$ cat config.mk
export PLATFORM = sky130hd
export DESIGN_NAME = cp0_irq_ctrl
export DESIGN_NICKNAME = d
export VERILOG_FILES = /design/src/rtl/cp0_irq_ctrl_pkg.sv /design/src/rtl/cp0_irq_ctrl.sv
export SDC_FILE = /design/constraint.sdc
export NUM_CORES = 1
export LEC_CHECK = 0
export BUFFER_PORTS_ARGS = -buffer_cell sky130_fd_sc_hd__buf_4
export CORE_MARGIN = 2
export CORE_UTILIZATION = 45
export CTS_CLUSTER_DIAMETER = 60
export DETAILED_ROUTE_END_ITERATION = 16
export PLACE_DENSITY = 0.77
export SYNTH_ARGS = -nofsm -noshare
export SYNTH_HDL_FRONTEND = slang
export SYNTH_SLANG_ARGS = --single-unit
$ cat constraint.sdc
create_clock -name clk -period 2.34 [get_ports clk]
set_input_delay 0.468 -clock clk [delete_from_list [all_inputs] [get_ports clk]]
set_output_delay 0.468 -clock clk [all_outputs]
set_load 0.05 [all_outputs]
$ cat src/rtl/cp0_irq_ctrl_pkg.sv
// Shared CP0 definitions: register numbers, field positions and exception codes.
package cp0_irq_ctrl_pkg;

   localparam logic [4:0] CP0_SR    = 5'd12;
   localparam logic [4:0] CP0_CAUSE = 5'd13;
   localparam logic [4:0] CP0_EPC   = 5'd14;
   localparam logic [4:0] CP0_PRID  = 5'd15;

   localparam int unsigned IM_HI  = 15;
   localparam int unsigned IM_LO  = 10;
   localparam int unsigned EXL    = 1;
   localparam int unsigned IE     = 0;
   localparam int unsigned BD_BIT = 31;
   localparam int unsigned IP_HI  = 15;
   localparam int unsigned IP_LO  = 10;
   localparam int unsigned EXC_HI = 6;
   localparam int unsigned EXC_LO = 2;

   localparam logic [4:0] EXC_INT  = 5'd0;
   localparam logic [4:0] EXC_ADEL = 5'd4;
   localparam logic [4:0] EXC_ADES = 5'd5;
   localparam logic [4:0] EXC_RI   = 5'd10;
   localparam logic [4:0] EXC_OV   = 5'd12;

endpackage

$ cat src/rtl/cp0_irq_ctrl.sv
// CP0 interrupt/exception controller: SR/Cause/EPC/PRId registers, request
// generation toward the pipeline, trap capture and eret handling.
module cp0_irq_ctrl
   import cp0_irq_ctrl_pkg::*;
#(
   parameter logic [31:0] PRID = 32'h0000_2018
) (
   input  logic        clk,
   input  logic        reset,
   input  logic [4:0]  A1,
   input  logic [4:0]  A2,
   input  logic [31:0] DIn,
   input  logic        We,
   input  logic [31:0] PC,
   input  logic        BD,
   input  logic [4:0]  ExcCode,
   input  logic [5:0]  HWInt,
   input  logic        EXLClr,
   output logic        Req,
   output logic [31:0] EPC,
   output logic [31:0] DOut
);

   logic [5:0]  im_q, im_d;
   logic        exl_q, exl_d;
   logic        ie_q, ie_d;
   logic        bd_q, bd_d;
   logic [5:0]  ip_q, ip_d;
   logic [4:0]  exc_q, exc_d;
   logic [29:0] epc_q, epc_d;

   logic        int_req_c;
   logic        exc_req_c;
   logic [29:0] trap_epc_c;
   logic [31:0] sr_c;
   logic [31:0] cause_c;
   logic        unused_c;

   // Requests are masked entirely while a handler runs (EXL=1).
   assign int_req_c  = ie_q & ~exl_q & (|(HWInt & im_q));
   assign exc_req_c  = (ExcCode != 5'd0) & ~exl_q;
   assign Req        = int_req_c | exc_req_c;
   assign trap_epc_c = BD ? (PC[31:2] - 30'd1) : PC[31:2];
   assign unused_c   = ^PC[1:0];

   always_comb begin
      sr_c                = '0;
      sr_c[IM_HI:IM_LO]   = im_q;
      sr_c[EXL]           = exl_q;
      sr_c[IE]            = ie_q;
      cause_c             = '0;
      cause_c[BD_BIT]     = bd_q;
      cause_c[IP_HI:IP_LO]   = ip_q;
      cause_c[EXC_HI:EXC_LO] = exc_q;
   end

   assign EPC = {epc_q, 2'b00};

   // mfc0 read port reflects pre-edge state; no write bypass.
   always_comb begin
      DOut = '0;
      case (A1)
         CP0_SR:    DOut = sr_c;
         CP0_CAUSE: DOut = cause_c;
         CP0_EPC:   DOut = {epc_q, 2'b00};
         CP0_PRID:  DOut = PRID;
         default:   DOut = '0;
      endcase
   end

   // Trap capture outranks eret, which outranks mtc0.
   always_comb begin
      im_d  = im_q;
      exl_d = exl_q;
      ie_d  = ie_q;
      bd_d  = bd_q;
      ip_d  = HWInt;
      exc_d = exc_q;
      epc_d = epc_q;
      if (Req) begin
         exl_d = 1'b1;
         bd_d  = BD;
         exc_d = int_req_c ? EXC_INT : ExcCode;
         epc_d = trap_epc_c;
      end else if (EXLClr) begin
         exl_d = 1'b0;
         if (We && (A2 == CP0_SR)) begin
            im_d = DIn[IM_HI:IM_LO];
            ie_d = DIn[IE];
         end
      end else if (We) begin
         case (A2)
            CP0_SR: begin
               im_d  = DIn[IM_HI:IM_LO];
               exl_d = DIn[EXL];
               ie_d  = DIn[IE];
            end
            CP0_EPC: epc_d = DIn[31:2];
            default: ;
         endcase
      end
   end

   always_ff @(posedge clk) begin
      if (reset) begin
         im_q  <= '0;
         exl_q <= 1'b0;
         ie_q  <= 1'b0;
         bd_q  <= 1'b0;
         ip_q  <= '0;
         exc_q <= '0;
         epc_q <= '0;
      end else begin
         im_q  <= im_d;
         exl_q <= exl_d;
         ie_q  <= ie_d;
         bd_q  <= bd_d;
         ip_q  <= ip_d;
         exc_q <= exc_d;
         epc_q <= epc_d;
      end
   end

endmodule

; ---- Word-level counts from Yosys, hierarchy flattened
; Cells that the tools add are included.
[classes]
addsub = 1
mul = 0
div = 0
order_cmp = 0
n_eq_ne = 8
shifts = 0
mux = 19
bitwise_logic = 7
n_reduce_logical = 12
[op_table]
columns = op, count
row1 = $mux W30, 5
row2 = $pmux W32 S4, 1
row3 = $eq A5 B4 Y1 const B, 6
row4 = $sub A30 B1 Y30 const B, 1
row5 = $mux W6, 4
row6 = $mux W1, 8
row7 = $reduce_bool A2 Y1, 4
row8 = $and A6 B6 Y6, 1
row9 = $reduce_bool A3 Y1, 2
row10 = $reduce_or A6 Y1, 1
row11 = $mux W5, 1
row12 = $reduce_bool A5 Y1, 1
row13 = $ne A2 B1 Y1 const B, 2
row14 = $reduce_and A4 Y1, 1
row15 = $and A1 B1 Y1, 3
row16 = $reduce_and A3 Y1, 1
row17 = $not A1 Y1, 2
row18 = $reduce_and A2 Y1, 1
row19 = $logic_and A1 B1 Y1, 1
row20 = $or A1 B1 Y1, 1
[word_totals]
regBits = 50
latch_bits = 0
ram_bits = 0
rom_bits = 0
input_bits = 90
word_cells = 54
mem_count = 0

; ---- Logic depth before layout (Yosys ltp)
; Gate-level depths: netlist (run 1).
[depth]
word_depth = 6
ltp_mapped = 8

; ---- Worst setup path after synthesis (run 1)
; Ideal clock, no wire load.
[synth_timing]
path_type = in2out
from = in A1[0]
to = out DOut[1]
arrival_time_ns = 2.537
required_ns = 1.872
setup_slack_ns = -0.665
cell_stages = 3
n_path_buf = 2
path_cell_list = clkbuf_1 clkbuf_1 nor4b_1
[synth_via]
elab_chain_cells = 2
elab_cells_between_ends = 5
[synth_lines]
columns = element, line
row1 = start: declaration, cp0_irq_ctrl.sv:10  ; input logic [4:0] A1,
row2 = $eq A5 B4 Y1, cp0_irq_ctrl.sv:62  ; case (A1)
row3 = $pmux W32 S4 (*), cp0_irq_ctrl.sv:62
row4 = end: declaration, cp0_irq_ctrl.sv:21  ; output logic [31:0] DOut
; Mark *: on every way between the ends. The rest lies on a longest branch, timed or not.

; ---- Final worst setup path (run 1)
[layout_timing]
from = reg im_q[1]
to = out Req
[layout_via]
elab_chain_cells = 4
[layout_lines]
columns = element, line
row1 = start: declaration, cp0_irq_ctrl.sv:24  ; logic [5:0] im_q, im_d;
row2 = start signal: assignment, cp0_irq_ctrl.sv:114  ; im_q <= im_d;
row3 = $and A6 B6 Y6, cp0_irq_ctrl.sv:40  ; assign int_req_c = ie_q & ~exl_q & (|(HWInt & im_q));
row4 = $reduce_or A6 Y1, cp0_irq_ctrl.sv:40
row5 = $and A1 B1 Y1, cp0_irq_ctrl.sv:40
row6 = $or A1 B1 Y1, cp0_irq_ctrl.sv:42  ; assign Req = int_req_c | exc_req_c;
row7 = end: declaration, cp0_irq_ctrl.sv:19  ; output logic Req,
; Every way passes these cells.

==> results by stage, run 1 <==
Status:
- The run finished with clean final reports.

Detailed routing:
- The average wire per standard cell is 15.95 µm.
- The number of routed nets with antenna violations is 0.
- The aggregate routed wire length is 9825 µm.
- After detailed routing, the number of remaining DRC violations is 0.
- The number of vias per cell is 5.351.
- The first detailed-routing pass took 7 iterations.
- The routed layout has 3296 vias.
- The number of design-rule violations left by the first detailed-router iteration is 159.

Timing:
- The headroom to the max-slew limit is 0.6316.
- Final hold analysis gives a worst-case slack of 0.3957 ns.
- Setup repair after global routing left no endpoint under its margin.
- The final-report hold violation count came to 0.
- The number of pins exceeding their max-slew limit in the final report came to 0.
- Summed over all failing endpoints, the final setup total negative slack is 0 ns.
- The minimum period implied by the final worst setup slack is 2.198 ns.
- Dividing the final minimum period by the clock period gives 0.9395.
- On the final layout, the worst clock skew is 0.01209 ns.
- The achievable clock frequency is 0.4549 GHz.
- The number of failing setup endpoints in the final timing report is 0.
- For the pin with the worst max-slew slack, the measured transition is 0.5526 ns.

Clock network:
- The clock tree from TritonCTS is built.
- Counting the buffers created by CTS gives 5.
- The buffer count from post-CTS setup fixing is 0.
- The later pin in the worst-skew pair is clocked with a latency of 0.30 ns.
- The count of instances resized after the clock tree is built is 0.
- The number of hold buffers added after CTS was 0.
- CTS placed an instance of sky130_fd_sc_hd__clkbuf_8 at the clock tree root.
- CTS built an H-tree with a depth of 2.
- The number of clock sinks is 50.
- The clock edge transition at the registers on the reported setup and hold paths is 0.08 ns.
- The number of buffers on the longest clock path is 2.

Place:
- The total of buffers placed on input and output ports is 150.
- The HPWL after detailed placement is 7665 µm.
- The weighted congestion reported at the end of routability-driven placement is 0.8653.

Synthesis:
- The gate count of the mapped netlist is 376.
- The post-synthesis async set-or-reset flop share is 0.
- The mapped cell area is 0.003184 mm².
- The count of cell types in the netlist is 49.
- The commonest register cell after synthesis is sky130_fd_sc_hd__dfxtp_1.
- Counting flops with a built-in enable in the synthesized netlist gives 0.
- The mean post-synth cell area is 8.469 µm².
- The synthesis warning total is 0.
- The register area share after synthesis is 0.3143.
- The synthesized design contains 50 register bits.

Global route:
- The total grt overflow is 0.
- The number of antenna violations at the first check in global routing came to 0.
- The global-route wire length before repair is 15100 µm.
- The maximum number of pins on one net before global-route repair is 51.
- The via count of the first global-routing pass is 3077.
- The global-route usage over all layers is 0.2481.

Die:
- Measured along the x axis, the die boundary spans 88.12 µm.
- For this design the top-level I/O count stands at 155.
- The floorplan step set the die height to 88.12 µm.
- For this configuration, the core starts out at a cell density of 0.4661.
- The floorplan has 30 rows.
- The die area is 0.007765 mm².
- The core region is 0.006832 mm².

Cells and area:
- At the end of the flow the core is filled with cells to 0.6663.
- Across the whole layout, storage elements account for 0.001001 mm².
- The top cell types in the final layout, fill and taps aside, are sky130_fd_sc_hd__buf_4, sky130_fd_sc_hd__nor2_1, sky130_fd_sc_hd__dfxtp_1, sky130_fd_sc_hd__mux2i_1, sky130_fd_sc_hd__a211oi_1.
- Relative to the synthesized area, the layout overhead comes to 42.95%.
- The final layout contains 612 nets.
- The total inserted antenna cells is 0.
- The fill cell total of the finished layout is 597.
- The commonest non-fill, non-tap cell in the layout is sky130_fd_sc_hd__buf_4.
- The multi-input logic area is 0.002085 mm².
- Of the cells placed in the final design, the portion with a size suffix greater than 1 is 0.3750.

Setup path:
- The worst setup path category is reg -> out.
- The depth of the worst register-to-register path is 7.
- The start point of the critical path is im_q[1].
- Data on the critical path arrives at its endpoint at 1.73 ns.
- The worst reg2reg path startpoint is im_q[1].
- The maximum net fanout on the critical path is 4.
- Traced cell by cell, the critical path runs through a22oi_1, a311oi_2, nor2_4, inv_2, buf_4.
- The peak per-stage delay on the critical path is 0.54 ns.
- The cell with the biggest individual delay on the critical path is sky130_fd_sc_hd__a311oi_2.
- At the worst endpoint, the required time is 1.87 ns.
- The worst setup path is captured at an output port.
- The sort of element at the start of the critical path is a register.

Power:
- IR analysis of the VDD net gives a maximum drop of 0.2166 mV.
- The leakage power is 1.863 nW.
- The power per cell area is 482.5 mW/mm².

Hold path:
- The count of cells along the worst hold path is 2.
- The kind of path behind the tightest hold check is in -> reg.
- In this run the most critical hold path is launched from HWInt[3].

Flow run:
- The total of max-cap violations is 0.
-- worst paths after layout --
kind | to | slack, ns
worst max-delay path | Req | 0.14
worst min-delay path | ip_q[3] | 0.40
worst max register to register | epc_q[20] | 0.42
worst min register to register | exc_q[2] | 0.46
-- final cells by class --
class,instances,share of cell area
inverter,4,0.003299
timing repair buffer,163,0.2743
tap,96,0.02639
multi-input combinational,297,0.4579
clock buffer,6,0.01814
sequential,50,0.2199
-- per-layer routing --
layer / up-vias / part of all wire / track usage
li1: 1627 / - / -
met1: 1533 / 0.43 / 0.3366
met2: 128 / 0.49 / 0.4174
met3: 8 / 0.070 / 0.03676
met4: 0 / 0.010 / 0.05923
met5: - / 0 / 0
-- synth_stat cells (2+ instances only) --
cell type,count,area share
sky130_fd_sc_hd__nor2_1,57,0.067
sky130_fd_sc_hd__a22oi_1,9,0.021
sky130_fd_sc_hd__and2_1,18,0.035
sky130_fd_sc_hd__xor2_1,4,0.011
sky130_fd_sc_hd__clkbuf_1,15,0.018
sky130_fd_sc_hd__or3_1,2,0.0039
sky130_fd_sc_hd__nand2b_1,2,0.0039
sky130_fd_sc_hd__a21oi_1,22,0.035
sky130_fd_sc_hd__or2_2,2,0.0039
sky130_fd_sc_hd__nor3_1,10,0.016
sky130_fd_sc_hd__inv_1,3,0.0035
sky130_fd_sc_hd__nand4_1,6,0.012
sky130_fd_sc_hd__a311oi_1,2,0.0055
sky130_fd_sc_hd__nand3b_1,3,0.0071
sky130_fd_sc_hd__dfxtp_1,50,0.31
sky130_fd_sc_hd__xnor2_1,23,0.063
sky130_fd_sc_hd__nor4_2,2,0.0079
sky130_fd_sc_hd__a21o_1,8,0.019
sky130_fd_sc_hd__nand4b_1,3,0.0083
sky130_fd_sc_hd__buf_6,2,0.0071
sky130_fd_sc_hd__nor4b_1,2,0.0055
sky130_fd_sc_hd__nor3b_1,2,0.0047
sky130_fd_sc_hd__a211oi_1,24,0.057
sky130_fd_sc_hd__o21a_1,2,0.0047
sky130_fd_sc_hd__mux2i_1,36,0.11
sky130_fd_sc_hd__buf_4,3,0.0071
sky130_fd_sc_hd__nand2_1,11,0.013
sky130_fd_sc_hd__nor3_4,2,0.010
sky130_fd_sc_hd__o21ai_0,2,0.0031
sky130_fd_sc_hd__nor4_1,10,0.020
sky130_fd_sc_hd__nand3_1,2,0.0031
sky130_fd_sc_hd__nor2b_1,13,0.026
sky130_fd_sc_hd__buf_2,6,0.0094
sky130_fd_sc_hd__mux2_2,3,0.011
-- where the power goes --
part           switching (mW)  total [mW]  internal (mW)  leakage, nW
Combinational           0.436       0.724          0.287         1.41
Sequential             0.0517       0.966          0.915        0.414
Clock                   0.277       0.506          0.229       0.0431
Total                   0.765        2.20           1.43         1.86
-- flip-flops by register name (all words and copies together), names as in the netlist --
signal  cells
ip_q        6
exc_q       5
im_q        6
exl_q       1
ie_q        1
epc_q      30
bd_q        1
-- worst max-delay path: cells and delay by family, from the launching register on --
kind / cells / cell delay, ns
compound gates: 2 / 0.68
simple gates: 1 / 0.10
buf+inv: 2 / 0.28
flops: 1 / 0.36
-- metrics by stage --
step | power [mW] | cell area (µm²) | setup slack, ns | instances
after global placement | 1.696 | 4469 | 0.2355 | 610
after global routing | 2.295 | 4552 | 0.07168 | 616
after CTS | 2.202 | 4552 | 0.1306 | 616
after detailed placement | 1.708 | 4469 | 0.1412 | 610
final | 2.196 | 4552 | 0.1416 | 616
after floorplan | 1.400 | 3227 | 0.01298 | 377
-- logic make-up after synthesis --
kind of cell,count (synthesis),share of synthesized area
flip-flops,50,0.3143
AO/OA/AOI/OAI,72,0.1536
buffers and inverters,30,0.04597
other,1,0.001178
AND/OR/NAND/NOR,156,0.2829
adder cells (fa/ha/maj),1,0.003929
XOR/XNOR,27,0.07426
multiplexers,39,0.1238
No activity file was read; power rests on OpenSTA's default activity.
==> run 2, diff against run 1 <==
Settings changed: BUFFER_PORTS_ARGS -buffer_cell sky130_fd_sc_hd__buf_4 to -buffer_cell sky130_fd_sc_hd__buf_2.
==> run 2 against run 1 <==
  * Sequential share of layout area increased by 1.8 points
  * Register-to-register slack improved by 0.08 ns
  * Final cell count increased by 0.32%
  * Non-clock buffer count increased by 1
  * Die area unchanged
  * Combinational power decreased by 10%
  * Largest cell class unchanged
  * Maximum frequency decreased by 0.54%
  * Via count decreased by 1.2%
  * Global-route usage decreased by 0.95 points
==> results by stage, run 2 (synthesized netlist as in run 1, its figures left out) <==
Status:
- Outcome: complete, no violations (unchanged).

Die:
- The area of the core is 0.006832 mm² (unchanged).
- The die area came to 0.007765 mm² (unchanged).
- The die outline width is 88.12 µm (unchanged).
- The initial standard-cell utilization of the core came to 0.4661 (unchanged).
- The total number of placement rows came to 30 (unchanged).
- The chip height is 88.12 µm (unchanged).
- The count of pins on the block boundary is 155 (unchanged).

Place:
- The weighted congestion reported at the end of routability-driven placement was 0.8713 (was 0.8653).
- The post-placement cell count is 611 (was 610).
- The HPWL after detailed placement is 7367 µm (was 7665 µm).
- The total of buffers placed on input and output ports is 150 (unchanged).

Detailed routing:
- The remaining design rule violation count came to 0 (unchanged).
- The number of design-rule violations left by the first detailed-router iteration came to 119 (was 159).
- The average wire per standard cell was 15.30 µm (was 15.95 µm).
- The number of vias per cell is 5.269 (was 5.351).
- The aggregate routed wire length is 9457 µm (was 9825 µm).
- The number of routed nets with antenna violations was 0 (unchanged).
- The via count of the routed design is 3256 (was 3296).
- The first-pass iteration count of the detailed router was 4 (was 7).

Global route:
- The total grt overflow is 0 (unchanged).
- The via count of the first global-routing pass is 2959 (was 3077).
- The global-route usage over all layers is 0.2386 (was 0.2481).
- The global-route wire length before repair is 14500 µm (was 15100 µm).
- The number of antenna violations at the first check in global routing came to 0 (unchanged).
- The maximum number of pins on one net before global-route repair came to 39 (was 51).

Cells and area:
- The storage element area is 0.001001 mm² (unchanged).
- The number of flip-flops under the largest register name is 30 (unchanged).
- The share of final-layout standard cells stronger than drive strength 1 is 0.3774 (was 0.3750).
- The commonest non-fill, non-tap cell in the layout was sky130_fd_sc_hd__buf_2 (was sky130_fd_sc_hd__buf_4).
- The final layout net count was 613 (was 612).
- Largest registers: epc_q (30), im_q (6), ip_q (6) (unchanged).
- The area growth from synthesis to layout came to 32.34% (was 42.95%).
- The register name with the most flops is epc_q (unchanged).
- The fill cell total of the finished layout was 636 (was 597).
- The multi-input logic area is 0.002085 mm² (unchanged).
- The total inserted antenna cells came to 0 (unchanged).
- Commonest cells after routing, fill and taps aside: sky130_fd_sc_hd__buf_2, sky130_fd_sc_hd__nor2_1, sky130_fd_sc_hd__dfxtp_1, sky130_fd_sc_hd__mux2i_1, sky130_fd_sc_hd__a211oi_1 (was sky130_fd_sc_hd__buf_4, sky130_fd_sc_hd__nor2_1, sky130_fd_sc_hd__dfxtp_1, sky130_fd_sc_hd__mux2i_1, sky130_fd_sc_hd__a211oi_1).
- The number of non-filler instances in the completed layout is 618 (was 616).

Power:
- The highest ir drop seen on vdd is 0.2653 mV (was 0.2166 mV).
- The relative contribution of combinational cells to total power is 0.290 (was 0.330).
- The leakage power is 1.798 nW (was 1.863 nW).
- The net switching power of the design is 767.8 µW (was 765.2 µW).
- The post-layout total power is 2.241 mW (was 2.196 mW).
- The internal power consumption is 1.473 mW (was 1.431 mW).
- The power per cell area came to 531.8 mW/mm² (was 482.5 mW/mm²).
- The part of the total power dissipated in the clock network is 0.280 (was 0.230).
- The net switching share of the total power is 0.3426 (was 0.3484).
- The power share of the sequential group is 0.430 (was 0.440).

Setup path:
- Worst path cell trace: a22oi_1, a311oi_2, nor2_4, inv_2, buf_2 (was a22oi_1, a311oi_2, nor2_4, inv_2, buf_4).
- The required time at the endpoint of the critical path was 1.87 ns (about the same).
- The critical path buffer and inverter count is 2 (unchanged).
- The gate family responsible for the most delay along the worst path is compound AO/OA/AOI/OAI gates (unchanged).
- The cell with the biggest individual delay on the critical path was sky130_fd_sc_hd__a311oi_2 (unchanged).
- The sort of element at the start of the critical path was a register (unchanged).
- The worst endpoint data arrival time came to 1.74 ns (was 1.73 ns).
- The peak per-stage delay on the critical path is 0.50 ns (was 0.54 ns).
- The worst setup path category is reg -> out (unchanged).
- The element type at the critical path end is an output port (unchanged).
- The maximum net fanout on the critical path is 3 (was 4).

Flow run:
- The total of max-cap violations is 0 (unchanged).

Timing:
- The final setup skew is 0.003826 ns (was 0.01209 ns).
- The total negative setup slack is 0 ns (unchanged).
- The number of failing setup endpoints in the final timing report is 0 (unchanged).
- The fraction of the cycle the final worst path needs was 0.9446 (was 0.9395).
- The achievable clock frequency was 0.4524 GHz (was 0.4549 GHz).
- Unrepaired setup endpoints after global routing: no (unchanged).
- The minimum period implied by the final worst setup slack came to 2.210 ns (was 2.198 ns).
- The number of pins exceeding their max-slew limit in the final report was 0 (unchanged).
- The final-report hold violation count is 0 (unchanged).

Clock network:
- The number of buffers created by CTS is 5 (unchanged).
- The clock tree from TritonCTS is built (unchanged).
- The number of clock sinks is 50 (unchanged).
- The count of instances resized after the clock tree is built was 0 (unchanged).
- The hold buffer count at CTS was 0 (unchanged).
- The number of buffers on the longest clock path is 2 (unchanged).
- The clock edge transition at the registers on the reported setup and hold paths came to 0.09 ns (was 0.08 ns).
- The buffer count from post-CTS setup fixing was 0 (unchanged).
- The insertion delay to the later sink of the worst-skew pair is 0.30 ns (about the same).
- The root buffer cell is sky130_fd_sc_hd__clkbuf_8 (unchanged).
- The CTS H-tree depth came to 2 (unchanged).

Hold path:
- The kind of path behind the tightest hold check was in -> reg (unchanged).
[run 2: cell type report]
type,count,share of cell area
multi-input cells,297,0.4947
flip-flops and latches,50,0.2375
repair buffers,164,0.2090
well taps,96,0.02850
clock buffers,6,0.01960
clock inverters,1,0.007126
inverters,4,0.003563
[run 2: power groups by stage]
stage                     registers (mW)  clock network (mW)  logic (mW)
final                              0.963               0.628       0.649
after global routing               0.971               0.667       0.700
after CTS                          0.964               0.636       0.652
after detailed placement           0.983                   0       0.650
after global placement             0.980                   0       0.642
after floorplan                     1.14                   0       0.262
[run 2: worst paths after layout]
check | start | end | slack, ns | cells past startpoint
hold / removal | HWInt[3] | ip_q[3] | 0.39 | 2
hold reg to reg | bd_q | bd_q | 0.46 | 2
setup reg to reg | im_q[1] | epc_q[15] | 0.50 | 7
setup / recovery | im_q[1] | Req | 0.13 | 5
[run 2: per-layer routing]
metal / part of all wire / GRT usage / vias up
li1: - / - / 1633
met1: 0.43 / 0.3255 / 1488
met2: 0.48 / 0.3946 / 118
met3: 0.069 / 0.03205 / 17
met4: 0.021 / 0.07163 / 0
met5: 0 / 0 / -
[run 2: stage by stage]
stage / cell area (µm²) / hold WS (ns) / worst slack [ns] / utilization
2_1_floorplan: 3227 / 0.4322 / 0.01298 / -
3_3_place_gp: 4101 / 0.4410 / 0.2263 / 0.6004
3_5_place_dp: 4101 / 0.4470 / 0.1523 / 0.6004
4_1_cts: 4214 / 0.3868 / 0.1227 / 0.6169
5_1_grt: 4214 / 0.3966 / 0.03486 / 0.6169
6_report: 4214 / 0.3928 / 0.1296 / 0.6169
[run 2: worst register-to-register path: stages, from the launching register on]
cell,delay [ns]
sky130_fd_sc_hd__dfxtp_1,0.36
sky130_fd_sc_hd__a22oi_1,0.14
sky130_fd_sc_hd__a311oi_2,0.50
sky130_fd_sc_hd__nor2_4,0.09
sky130_fd_sc_hd__inv_2,0.07
sky130_fd_sc_hd__buf_4,0.26
sky130_fd_sc_hd__nor2_1,0.08
sky130_fd_sc_hd__a311oi_1,0.25
==> run 3, diff against run 2 <==
Settings changed: PLACE_DENSITY 0.77 to 0.78.
==> run 3 against run 2 <==
  * Setup slack better by 0.023 ns
  * Combinational power about the same
  * Worst hold slack better by 0.00099 ns
  * Clock power decreased by 24%
  * Critical path type unchanged
  * Critical endpoint unchanged
  * Largest cell class unchanged
==> results by stage, run 3 (synthesized netlist as in run 1, its figures left out) <==
Power:
- The power share of the sequential group is 0.461 (was 0.430).
- The relative contribution of combinational cells to total power is 0.310 (was 0.290).
- The leakage power is 1.770 nW (was 1.798 nW).
- The net switching share of the total power came to 0.3617 (was 0.3426).
- The highest ir drop seen on vdd is 0.1941 mV (was 0.2653 mV).
- The power per cell area is 502.1 mW/mm² (was 531.8 mW/mm²).
- The part of the total power dissipated in the clock network is 0.229 (was 0.280).
- The internal power consumption was 1.333 mW (was 1.473 mW).
- The net switching power of the design came to 755.2 µW (was 767.8 µW).

Clock network:
- The root buffer cell is sky130_fd_sc_hd__clkbuf_8 (unchanged).
- The insertion delay to the later sink of the worst-skew pair is 0.30 ns (about the same).
- The count of instances resized after the clock tree is built is 0 (unchanged).
- The CTS H-tree depth came to 2 (unchanged).
- The clock tree from TritonCTS is built (unchanged).
- The number of buffers created by CTS was 5 (unchanged).
- The number of buffers on the longest clock path is 2 (unchanged).
- The clock edge transition at the registers on the reported setup and hold paths was 0.09 ns (about the same).
- The buffer count from post-CTS setup fixing is 0 (unchanged).
- The number of clock sinks is 50 (unchanged).
- The hold buffer count at CTS is 0 (unchanged).

Cells and area:
- The total inserted antenna cells came to 0 (unchanged).
- Largest registers: epc_q (30), im_q (6), ip_q (6) (unchanged).
- The final layout net count is 612 (was 613).
- The fill cell total of the finished layout came to 668 (was 636).
- The share of final-layout standard cells stronger than drive strength 1 is 0.3724 (was 0.3774).
- The area growth from synthesis to layout was 30.57% (was 32.34%).
- Commonest cells after routing, fill and taps aside: sky130_fd_sc_hd__buf_2, sky130_fd_sc_hd__nor2_1, sky130_fd_sc_hd__dfxtp_1, sky130_fd_sc_hd__mux2i_1, sky130_fd_sc_hd__a211oi_1 (unchanged).
- The number of flip-flops under the largest register name came to 30 (unchanged).
- The commonest non-fill, non-tap cell in the layout was sky130_fd_sc_hd__buf_2 (unchanged).
- The number of non-filler instances in the completed layout is 617 (was 618).
- The register name with the most flops is epc_q (unchanged).

Detailed routing:
- The remaining design rule violation count is 0 (unchanged).
- The first-pass iteration count of the detailed router is 4 (unchanged).
- The number of design-rule violations left by the first detailed-router iteration came to 152 (was 119).
- The number of vias per cell is 5.266 (was 5.269).
- The via count of the routed design is 3249 (was 3256).
- The aggregate routed wire length is 9415 µm (was 9457 µm).
- The average wire per standard cell is 15.26 µm (was 15.30 µm).
- The number of routed nets with antenna violations came to 0 (unchanged).

Die:
- The chip height came to 88.12 µm (unchanged).
- The count of pins on the block boundary came to 155 (unchanged).
- The initial standard-cell utilization of the core is 0.4661 (unchanged).
- The area of the core came to 0.006832 mm² (unchanged).
- The die outline width is 88.12 µm (unchanged).
- The die area is 0.007765 mm² (unchanged).
- The total number of placement rows is 30 (unchanged).

Flow run:
- The total of max-cap violations is 0 (unchanged).

Global route:
- The via count of the first global-routing pass is 2963 (was 2959).
- The global-route usage over all layers is 0.2364 (was 0.2386).
- The total grt overflow is 0 (unchanged).
- The global-route wire length before repair came to 14350 µm (was 14500 µm).
- The maximum number of pins on one net before global-route repair was 35 (was 39).
- The number of antenna violations at the first check in global routing is 0 (unchanged).

Place:
- The post-placement worst setup slack was 0.1941 ns (was 0.1523 ns).
- The post-placement cell count is 610 (was 611).
- The total of buffers placed on input and output ports is 150 (unchanged).
- The HPWL after detailed placement is 7274 µm (was 7367 µm).
- The weighted congestion reported at the end of routability-driven placement was 0.8843 (was 0.8713).

Setup path:
- The maximum net fanout on the critical path is 3 (unchanged).
- The element type at the critical path end is an output port (unchanged).
- The required time at the endpoint of the critical path is 1.87 ns (about the same).
- The sort of element at the start of the critical path was a register (unchanged).
- The worst setup path category is reg -> out (unchanged).
- The worst endpoint data arrival time was 1.72 ns (was 1.74 ns).

Timing:
- The final setup skew was 0.01030 ns (was 0.003826 ns).
- The fraction of the cycle the final worst path needs is 0.9347 (was 0.9446).
- The total negative setup slack is 0 ns (unchanged).
- The achievable clock frequency was 0.4572 GHz (was 0.4524 GHz).
- The final-report hold violation count is 0 (unchanged).
- Unrepaired setup endpoints after global routing: no (unchanged).
- The post-route worst setup slack is 0.1528 ns (was 0.1296 ns).
- The number of pins exceeding their max-slew limit in the final report is 0 (unchanged).
- The minimum period implied by the final worst setup slack is 2.187 ns (was 2.210 ns).
- The number of failing setup endpoints in the final timing report is 0 (unchanged).

Hold path:
- The kind of path behind the tightest hold check was in -> reg (unchanged).

Status:
- Outcome: complete, no violations (unchanged).
==> run 3: cell count changes in the layout (fill, tap and decap cells not counted) <==
cell	change
sky130_fd_sc_hd__clkbuf_8	-1
sky130_fd_sc_hd__bufinv_16	-1
sky130_fd_sc_hd__buf_12	-1
sky130_fd_sc_hd__clkbuf_1	+2
==> run 3: per-layer routing <==
metal	share of wire	vias to the layer above	global-route usage
li1	-	1624	-
met1	0.44	1492	0.3208
met2	0.48	124	0.4008
met3	0.062	9	0.03110
met4	0.0091	0	0.05647
met5	0	-	0
==> run 3: final cells by class <==
cell class              instances  area (µm²)  area share
inverters                       4       15.01    0.003611
flip-flops and latches         50        1001      0.2407
repair buffers                163       860.8      0.2070
well taps                      96       120.1     0.02889
multi-input cells             297        2085      0.5014
clock buffers                   7       76.32     0.01836
==> run 3: stage by stage <==
step | hold WS, ns | utilization | power [mW] | area (µm²)
2_1_floorplan | 0.4322 | - | 1.400 | 3227
3_3_place_gp | 0.4413 | 0.5974 | 1.616 | 4081
3_5_place_dp | 0.4502 | 0.5974 | 1.626 | 4081
4_1_cts | 0.3904 | 0.6086 | 2.094 | 4158
5_1_grt | 0.3961 | 0.6086 | 2.173 | 4158
6_report | 0.3938 | 0.6086 | 2.088 | 4158
==> run 3: power by group through the flow <==
| stage | Clock [mW] | Sequential, mW | Combinational, mW |
|---|---|---|---|
| floorplan | 0 | 1.14 | 0.262 |
| global placement | 0 | 0.980 | 0.636 |
| CTS | 0.485 | 0.963 | 0.646 |
| finish | 0.478 | 0.963 | 0.646 |
| global route | 0.510 | 0.971 | 0.692 |
| detailed placement | 0 | 0.982 | 0.643 |
==> run 3: worst max-delay path: stages, from the launching register on <==
cell and delay, ns:
sky130_fd_sc_hd__dfxtp_1 0.36, sky130_fd_sc_hd__a22oi_1 0.13, sky130_fd_sc_hd__a311oi_2 0.52, sky130_fd_sc_hd__nor2_4 0.08, sky130_fd_sc_hd__inv_2 0.07, sky130_fd_sc_hd__buf_2 0.27
==> run 3: worst paths after layout <==
path                 start       end  slack (ns)  cells past startpoint
setup reg to reg   im_q[1]  epc_q[5]        0.48                      7
hold reg to reg       bd_q      bd_q        0.46                      2
hold / removal    HWInt[3]   ip_q[3]        0.39                      2
setup / recovery   im_q[1]       Req        0.15                      5
